`src/rtl/adder26_pkg.sv`:
```
// Shared widths and types for the adder26 partition.
// The partition is fixed at 3-bit operands with a 4-bit sum.
package adder26_pkg;
  localparam int WIDTH = 3;
  localparam int SUM_W = WIDTH + 1;

  typedef logic [WIDTH-1:0] operand_t;
  typedef logic [SUM_W-1:0] sum_t;
endpackage

```
`src/rtl/adder26_full_adder.sv`:
```
// One-bit full adder cell; chained by the top to form the ripple adder.
module adder26_full_adder (
  input  logic a,
  input  logic b,
  input  logic ci,
  output logic s,
  output logic co
);
  assign s  = a ^ b ^ ci;
  assign co = (a & b) | (a & ci) | (b & ci);
endmodule

```
`src/rtl/adder26.sv`:
```
// Registered A + B + Cin adder partition.
// The sum is valid one cycle after the operands are qualified by in_valid.
module adder26
  import adder26_pkg::*;
#(
  parameter int WIDTH = 3
) (
  input  logic clk,
  input  logic rst_n,
  input  logic in_valid,
  input  logic pi6,
  input  logic pi5,
  input  logic pi4,
  input  logic pi3,
  input  logic pi2,
  input  logic pi1,
  input  logic pi0,
  output logic po3,
  output logic po2,
  output logic po1,
  output logic po0,
  output logic out_valid
);
  operand_t       a, b;
  logic [WIDTH:0] c;
  operand_t       s;
  sum_t           sum_d, sum_q;
  logic           vld_q;

  assign a    = {pi6, pi5, pi4};
  assign b    = {pi3, pi2, pi1};
  assign c[0] = pi0;

  for (genvar i = 0; i < WIDTH; i++) begin : g_fa
    adder26_full_adder u_fa (
      .a  (a[i]),
      .b  (b[i]),
      .ci (c[i]),
      .s  (s[i]),
      .co (c[i+1])
    );
  end

  assign sum_d = {c[WIDTH], s};

  // The enable gates the load, so undriven operands during idle cycles never reach the outputs.
  always_ff @(posedge clk or negedge rst_n) begin
    if (!rst_n) begin
      sum_q <= '0;
      vld_q <= 1'b0;
    end else begin
      vld_q <= in_valid;
      if (in_valid) sum_q <= sum_d;
    end
  end

  assign po3       = sum_q[3];
  assign po2       = sum_q[2];
  assign po1       = sum_q[1];
  assign po0       = sum_q[0];
  assign out_valid = vld_q;
endmodule

```
`config.mk`:
```
export PLATFORM = sky130hd
export DESIGN_NAME = adder26
export DESIGN_NICKNAME = d
export VERILOG_FILES = /design/src/rtl/adder26_pkg.sv /design/src/rtl/adder26_full_adder.sv /design/src/rtl/adder26.sv
export SDC_FILE = /design/constraint.sdc
export NUM_CORES = 1
export LEC_CHECK = 0
export CORE_AREA = 2 2 39 41
export CTS_BUF_LIST = sky130_fd_sc_hd__clkbuf_8
export CTS_CLUSTER_DIAMETER = 30
export DETAILED_ROUTE_END_ITERATION = 8
export DIE_AREA = 0 0 41 43
export SYNTH_ARGS = -nofsm -noshare
export SYNTH_HDL_FRONTEND = slang
export SYNTH_HIERARCHICAL = 1
export SYNTH_SLANG_ARGS = --single-unit
```
`constraint.sdc`:
```
create_clock -name clk -period 0.9 [get_ports clk]
set_input_delay 0.135 -clock clk [delete_from_list [all_inputs] [get_ports clk]]
set_output_delay 0.135 -clock clk [all_outputs]
set_load 0.02 [all_outputs]
```
==> run_results.csv, run 1 <==
group,metric,value,unit
outcome,outcome,"finished with violations",
outcome,violations,"setup timing",
worst_setup_path,critical_path_class,"in2reg",
synth,ys_warn_count,6,
final_layout,multi_input_area,116,µm²
timing,setup_violations,3,
global_routing,grt_pass1_wl,717,µm
final_layout,diodes,0,
timing,fin_skew,0,ns
synth,synth.ff_latch_count,5,
floorplan,ios,15,
synth,yosys.area.top_type,"dfrtp_1",
cts,tritoncts,"done",
floorplan,rows,14,
synth,synth_top_area_share,54.3,%
pwr,power_leakage,0.192,nW
floorplan,die_w,41,µm
final_layout,fin_nets,44,
pwr,clkPwrFrac,43.8,%
floorplan,dieArea,1760,µm²
floorplan,initial_core_util,16.6,%
pwr,swShare,25.3,%
pwr,ir_drop,0.00145,V
detailed_routing,vias,167,
worst_setup_path,critPathLaunchType,"primary input",
worst_setup_path,reg2reg_depth,1,
timing,fmax,0.649,GHz
synth,yosysUniqueCellTypes,3,
global_routing,grt_max_degree,6,
timing,final-max-slew-violation-count,0,
detailed_routing,routedWlPerCell,11.2,µm
detailed_routing,totalWireLength,515,µm
worst_setup_path,crit_end,"sum_q[2]$_DFFE_PN0P_",
synth,syn_nets,25,
worst_setup_path,worst_ep_required_time,1.00,ns
worst_setup_path,reg2reg_slack,0.13,ns
synth,syn_inst,12,
worst_setup_path,arrival,1.64,ns
final_layout,drive_gt1_share,60.0,%
timing,period_minus_slack,1.54,ns
floorplan,die_h,43,µm
place,portBuffers,14,
cts,ctsLongestPathBuffers,2,
synth,syn_area,230,µm²
place,dp_slack,-1.25,ns
pwr,power_switching,230,µW
final_layout,synthToLayoutAreaGrowth,85.9,%
synth,synth_area_per_cell,19.2,µm²
timing,fin_crit_sh,171,%
global_routing,grt_pass1_vias,184,
timing,worstMarginPinSlew,0.231,ns
detailed_routing,drt_iter0_markers,1,
cts,clk_root_buffer_cell,"clkbuf_8",
timing,worst_slack,-0.640,ns
worst_setup_path,cp-end-kind,"flop",
detailed_routing,drc_errors,0,
global_routing,overflow,0,
cts,numClockSinks,5,
pwr,pwr-share-comb,24.7,%
cts,cts.htree.levels,1,
pwr,pwr-share-seq,31.5,%
synth,seq_area_frac_synth,54.3,%
pwr,p_int,681,µW
detailed_routing,ant_nets,0,
synth,synth.area.top_cells,"dfrtp_1 54%, fa_1 26%, mux2_2 20%",
final_layout,fillers,143,
worst_setup_path,path_max_fanout,1,
timing,slew_headroom,84.6,%
timing,setup_tns,-1.50,ns
pwr,power.density,2130,nW/µm²
timing,grt_setup_unrepaired,"yes",
worst_setup_path,r2r_end,"sum_q[2]$_DFFE_PN0P_",
global_routing,global_route.usage.total,6.98,%
detailed_routing,drt_pass1_iterations,2,
floorplan,core_area,1380,µm²
cts,clk_pin_slew,0.03,ns
cts,cts_buffers,3,
final_layout,seqCellArea,125,µm²
place,gp_congestion,0.602,
detailed_routing,viasPerCell,3.63,
worst_setup_path,startpoint,"pi4",
cts,cts_hold_buf,0,
place,hpwl,413,µm
timing,whs,0.141,ns
cts,clk-insertion-delay-late,0.22,ns
job,max_cap_viol_count,0,
worst_setup_path,r2r-start,"sum_q[2]$_DFFE_PN0P_",
timing,hold_violations,0,
cts,postCtsSetupRepairBufs,0,
final_layout,fin_util,30.9,%
pwr,finalPower,911,µW
global_routing,antenna_found_initial,0,
worst_hold_path,hold_class,"in2async",
-- synth_stat cells --
| cell type | number |
|---|---|
| dfrtp_1 | 5 |
| fa_1 | 3 |
| mux2_2 | 4 |
-- through the flow --
step	area, µm²	instances
2_1_floorplan	238	12
3_5_place_dp	398	42
5_1_grt	428	46
6_report	428	46
3_3_place_gp	398	42
4_1_cts	409	46
-- cells by family after synthesis --
| group | share of synthesized area (%) |
|---|---|
| adders and majority gates | 26.1 |
| DFF | 54.3 |
| muxes | 19.6 |
-- power by group through the flow --
stage / combinational [mW] / sequential, mW / clock [mW]
finish: 0.225 / 0.287 / 0.399
global placement: 0.242 / 0.284 / 0
floorplan: 0.0523 / 0.334 / 0
global route: 0.245 / 0.291 / 0.431
CTS: 0.209 / 0.283 / 0.416
detailed placement: 0.247 / 0.287 / 0
-- worst min-delay path by stage --
stage               start                   end  slack [ns]
floorplan           rst_n   out_valid$_DFF_PN0_       -0.16
detailed placement  rst_n  sum_q[0]$_DFFE_PN0P_        0.37
global placement    rst_n   out_valid$_DFF_PN0_        0.37
global route        rst_n   out_valid$_DFF_PN0_        0.16
CTS                 rst_n  sum_q[2]$_DFFE_PN0P_        0.14
finish              rst_n  sum_q[1]$_DFFE_PN0P_        0.14
-- worst max-delay path, cell delays in order --
cell and delay (ns):
buf_6 0.09, fa_2 0.38, fa_2 0.36, fa_2 0.40
mux2_4 0.26
-- area by class of cell --
type	instances	share of cell area, %
well taps	16	4.68
clock inverters	1	0.877
repair buffers	14	28.4
multi-input cells	7	27.2
clock buffers	3	9.65
flip-flops and latches	5	29.2
-- flip-flops by register name (all words and copies together) (netlist names) --
signal and count:
sum_q 4, out_valid 1
-- cell usage in the layout, fill, tap and decap left out --
| master | n |
|---|---|
| dfrtp_1 | 5 |
| buf_6 | 4 |
| buf_2 | 4 |
| mux2_2 | 3 |
| clkbuf_8 | 3 |
| fa_2 | 3 |
| dlygate4sd2_1 | 3 |
| clkdlybuf4s50_1 | 3 |
| mux2_4 | 1 |
| inv_1 | 1 |
-- per-layer routing --
metal | GRT usage (%) | wire, µm | up-vias
li1 | - | - | 76
met1 | 7.26 | 205 | 71
met2 | 8.13 | 176 | 18
met3 | 9.42 | 125 | 2
met4 | 2.00 | 7 | 0
met5 | 0 | 0 | -
-- repair_timing --
item | in CTS | in global routing
setup endpoints to repair | 9 | 5
gates resized for setup | 37 | 5
pin swaps | 3 | 3
Note: power is estimated with default switching activity, not from simulation.
==> inputs of run 2 (changes only) <==
--- a/config.mk
+++ b/config.mk
@@ -10,6 +10,8 @@
 export CTS_CLUSTER_DIAMETER = 30
 export DETAILED_ROUTE_END_ITERATION = 8
 export DIE_AREA = 0 0 41 43
+export GPL_ROUTABILITY_DRIVEN = 0
+export SETUP_SLACK_MARGIN = 0.15
 export SYNTH_ARGS = -nofsm -noshare
 export SYNTH_HDL_FRONTEND = slang
 export SYNTH_HIERARCHICAL = 1
==> run_results.csv, run 2 (synthesized netlist as in run 1, its figures left out) <==
group,metric,value,unit
outcome,outcome,"finished with violations",
outcome,violations,"setup timing",
timing,fmax,0.649,GHz
pwr,pwr-share-comb,27.0,%
detailed_routing,totalWireLength,517,µm
worst_hold_path,hold_class,"in2async",
timing,setup_violations,3,
worst_setup_path,worst_ep_required_time,1.00,ns
cts,cts_hold_buf,0,
timing,hold_violations,0,
timing,grt_setup_unrepaired,"yes",
cts,clk-insertion-delay-late,0.22,ns
place,portBuffers,14,
floorplan,initial_core_util,16.6,%
worst_setup_path,cp-end-kind,"flop",
final_layout,fin_nets,44,
timing,period_minus_slack,1.54,ns
job,max_cap_viol_count,0,
detailed_routing,vias,171,
final_layout,regMostFlops,"sum_q",
final_layout,layout_commonest_cell,"buf_6",
cts,cts.htree.levels,1,
timing,final-max-slew-violation-count,0,
cts,numClockSinks,5,
detailed_routing,drt_pass1_iterations,2,
cts,clk_pin_slew,0.03,ns
timing,worstMarginPinSlew,0.256,ns
cts,cts_buffers,3,
cts,clk_root_buffer_cell,"clkbuf_8",
floorplan,core_area,1380,µm²
cts,ctsLongestPathBuffers,2,
final_layout,synthToLayoutAreaGrowth,95.7,%
timing,fin_skew,0,ns
pwr,power_leakage,0.203,nW
pwr,power_switching,236,µW
pwr,swShare,24.9,%
worst_setup_path,arrival,1.64,ns
final_layout,diodes,0,
detailed_routing,drt_iter0_markers,1,
final_layout,drive_gt1_share,60.0,%
global_routing,grt_pass1_vias,185,
global_routing,global_route.usage.total,6.98,%
detailed_routing,drc_errors,0,
place,hpwl,413,µm
global_routing,grt_pass1_wl,717,µm
worst_setup_path,critPathLaunchType,"primary input",
worst_setup_path,startpoint,"pi4",
pwr,pwr-share-seq,30.8,%
global_routing,antenna_found_initial,0,
pwr,clkPwrFrac,42.1,%
floorplan,rows,14,
place,post_dp_cell_area,398,µm²
timing,slew_headroom,82.9,%
cts,postCtsSetupRepairBufs,0,
timing,whs,0.136,ns
worst_setup_path,path_max_fanout,1,
pwr,power.density,2100,nW/µm²
detailed_routing,routedWlPerCell,11.2,µm
floorplan,dieArea,1760,µm²
floorplan,ios,15,
global_routing,overflow,0,
final_layout,largest_reg_flops,4,
floorplan,die_h,43,µm
cts,tritoncts,"done",
timing,worst_slack,-0.640,ns
worst_setup_path,critical_path_class,"in2reg",
pwr,ir_drop,0.00146,V
pwr,p_int,712,µW
detailed_routing,viasPerCell,3.72,
worst_setup_path,r2r-start,"sum_q[2]$_DFFE_PN0P_",
timing,fin_crit_sh,171,%
detailed_routing,ant_nets,0,
global_routing,grt_max_degree,6,
floorplan,die_w,41,µm
timing,setup_tns,-1.50,ns
final_layout,layout_common_cells,"7 x buf_6, 5 x dfrtp_1",
final_layout,final_cell_area,450,µm²
-- run 2: timing repair --
item                       in CTS  in global routing
pin swaps                       3                  3
gates resized for setup        48                  1
cloned                          0                  0
setup endpoints to repair       9                  9
-- run 2: worst paths after layout --
| kind | to | slack, ns | cells after the start |
|---|---|---|---|
| max reg2reg | sum_q[2]$_DFFE_PN0P_ | 0.13 | 1 |
| min | out_valid$_DFF_PN0_ | 0.14 | 1 |
| min in group clk | out_valid$_DFF_PN0_ | 0.31 | 1 |
| max in group asynchronous | sum_q[2]$_DFFE_PN0P_ | 0.58 | 1 |
| max | sum_q[2]$_DFFE_PN0P_ | -0.64 | 5 |
| min reg2reg | sum_q[1]$_DFFE_PN0P_ | 0.53 | 1 |
-- run 2: power groups by stage --
stage               Combinational (mW)  Clock [mW]  Sequential (mW)
finish                           0.256       0.399            0.292
global route                     0.276       0.431            0.297
CTS                              0.261       0.416            0.294
detailed placement               0.247           0            0.287
global placement                 0.242           0            0.284
floorplan                       0.0523           0            0.334
-- run 2: metrics by stage --
stage / worst slack [ns] / utilization [%] / cells / total power, mW
final: -0.640 / 32.5 / 46 / 0.948
after global routing: -0.670 / 32.5 / 46 / 1.00
after CTS: -0.661 / 32.1 / 46 / 0.970
after detailed placement: -1.25 / 28.8 / 42 / 0.534
after global placement: -1.23 / 28.8 / 42 / 0.526
after floorplan: -0.746 / - / 12 / 0.387
-- run 2: layer usage --
metal / vias to the layer above / GRT usage, % / wire length [µm]
met5: - / 0 / 0
met4: 0 / 2.00 / 7
met3: 2 / 9.42 / 127
met2: 18 / 7.81 / 182
met1: 75 / 7.59 / 200
li1: 76 / - / -
-- run 2: layout make-up --
class / instances / area (µm²)
timing repair buffer: 14 / 140
sequential: 5 / 125
fill: 139 / 933
multi-input combinational: 7 / 120
tap: 16 / 20.0
clock buffer: 3 / 41.3
clock inverter: 1 / 3.75
-- run 2: worst max-delay path, cell delays in order --
cell and delay, ns:
buf_6 0.09, fa_2 0.38, fa_2 0.36, fa_2 0.40, mux2_4 0.26
==> inputs of run 3 (changes only) <==
--- a/config.mk
+++ b/config.mk
@@ -11,6 +11,7 @@
 export DETAILED_ROUTE_END_ITERATION = 8
 export DIE_AREA = 0 0 41 43
 export GPL_ROUTABILITY_DRIVEN = 0
+export HOLD_SLACK_MARGIN = 0.06
 export SETUP_SLACK_MARGIN = 0.15
 export SYNTH_ARGS = -nofsm -noshare
 export SYNTH_HDL_FRONTEND = slang
==> results of run 3 <==
Same layout as run 2: the final DEF is identical, and so are final timing and power.
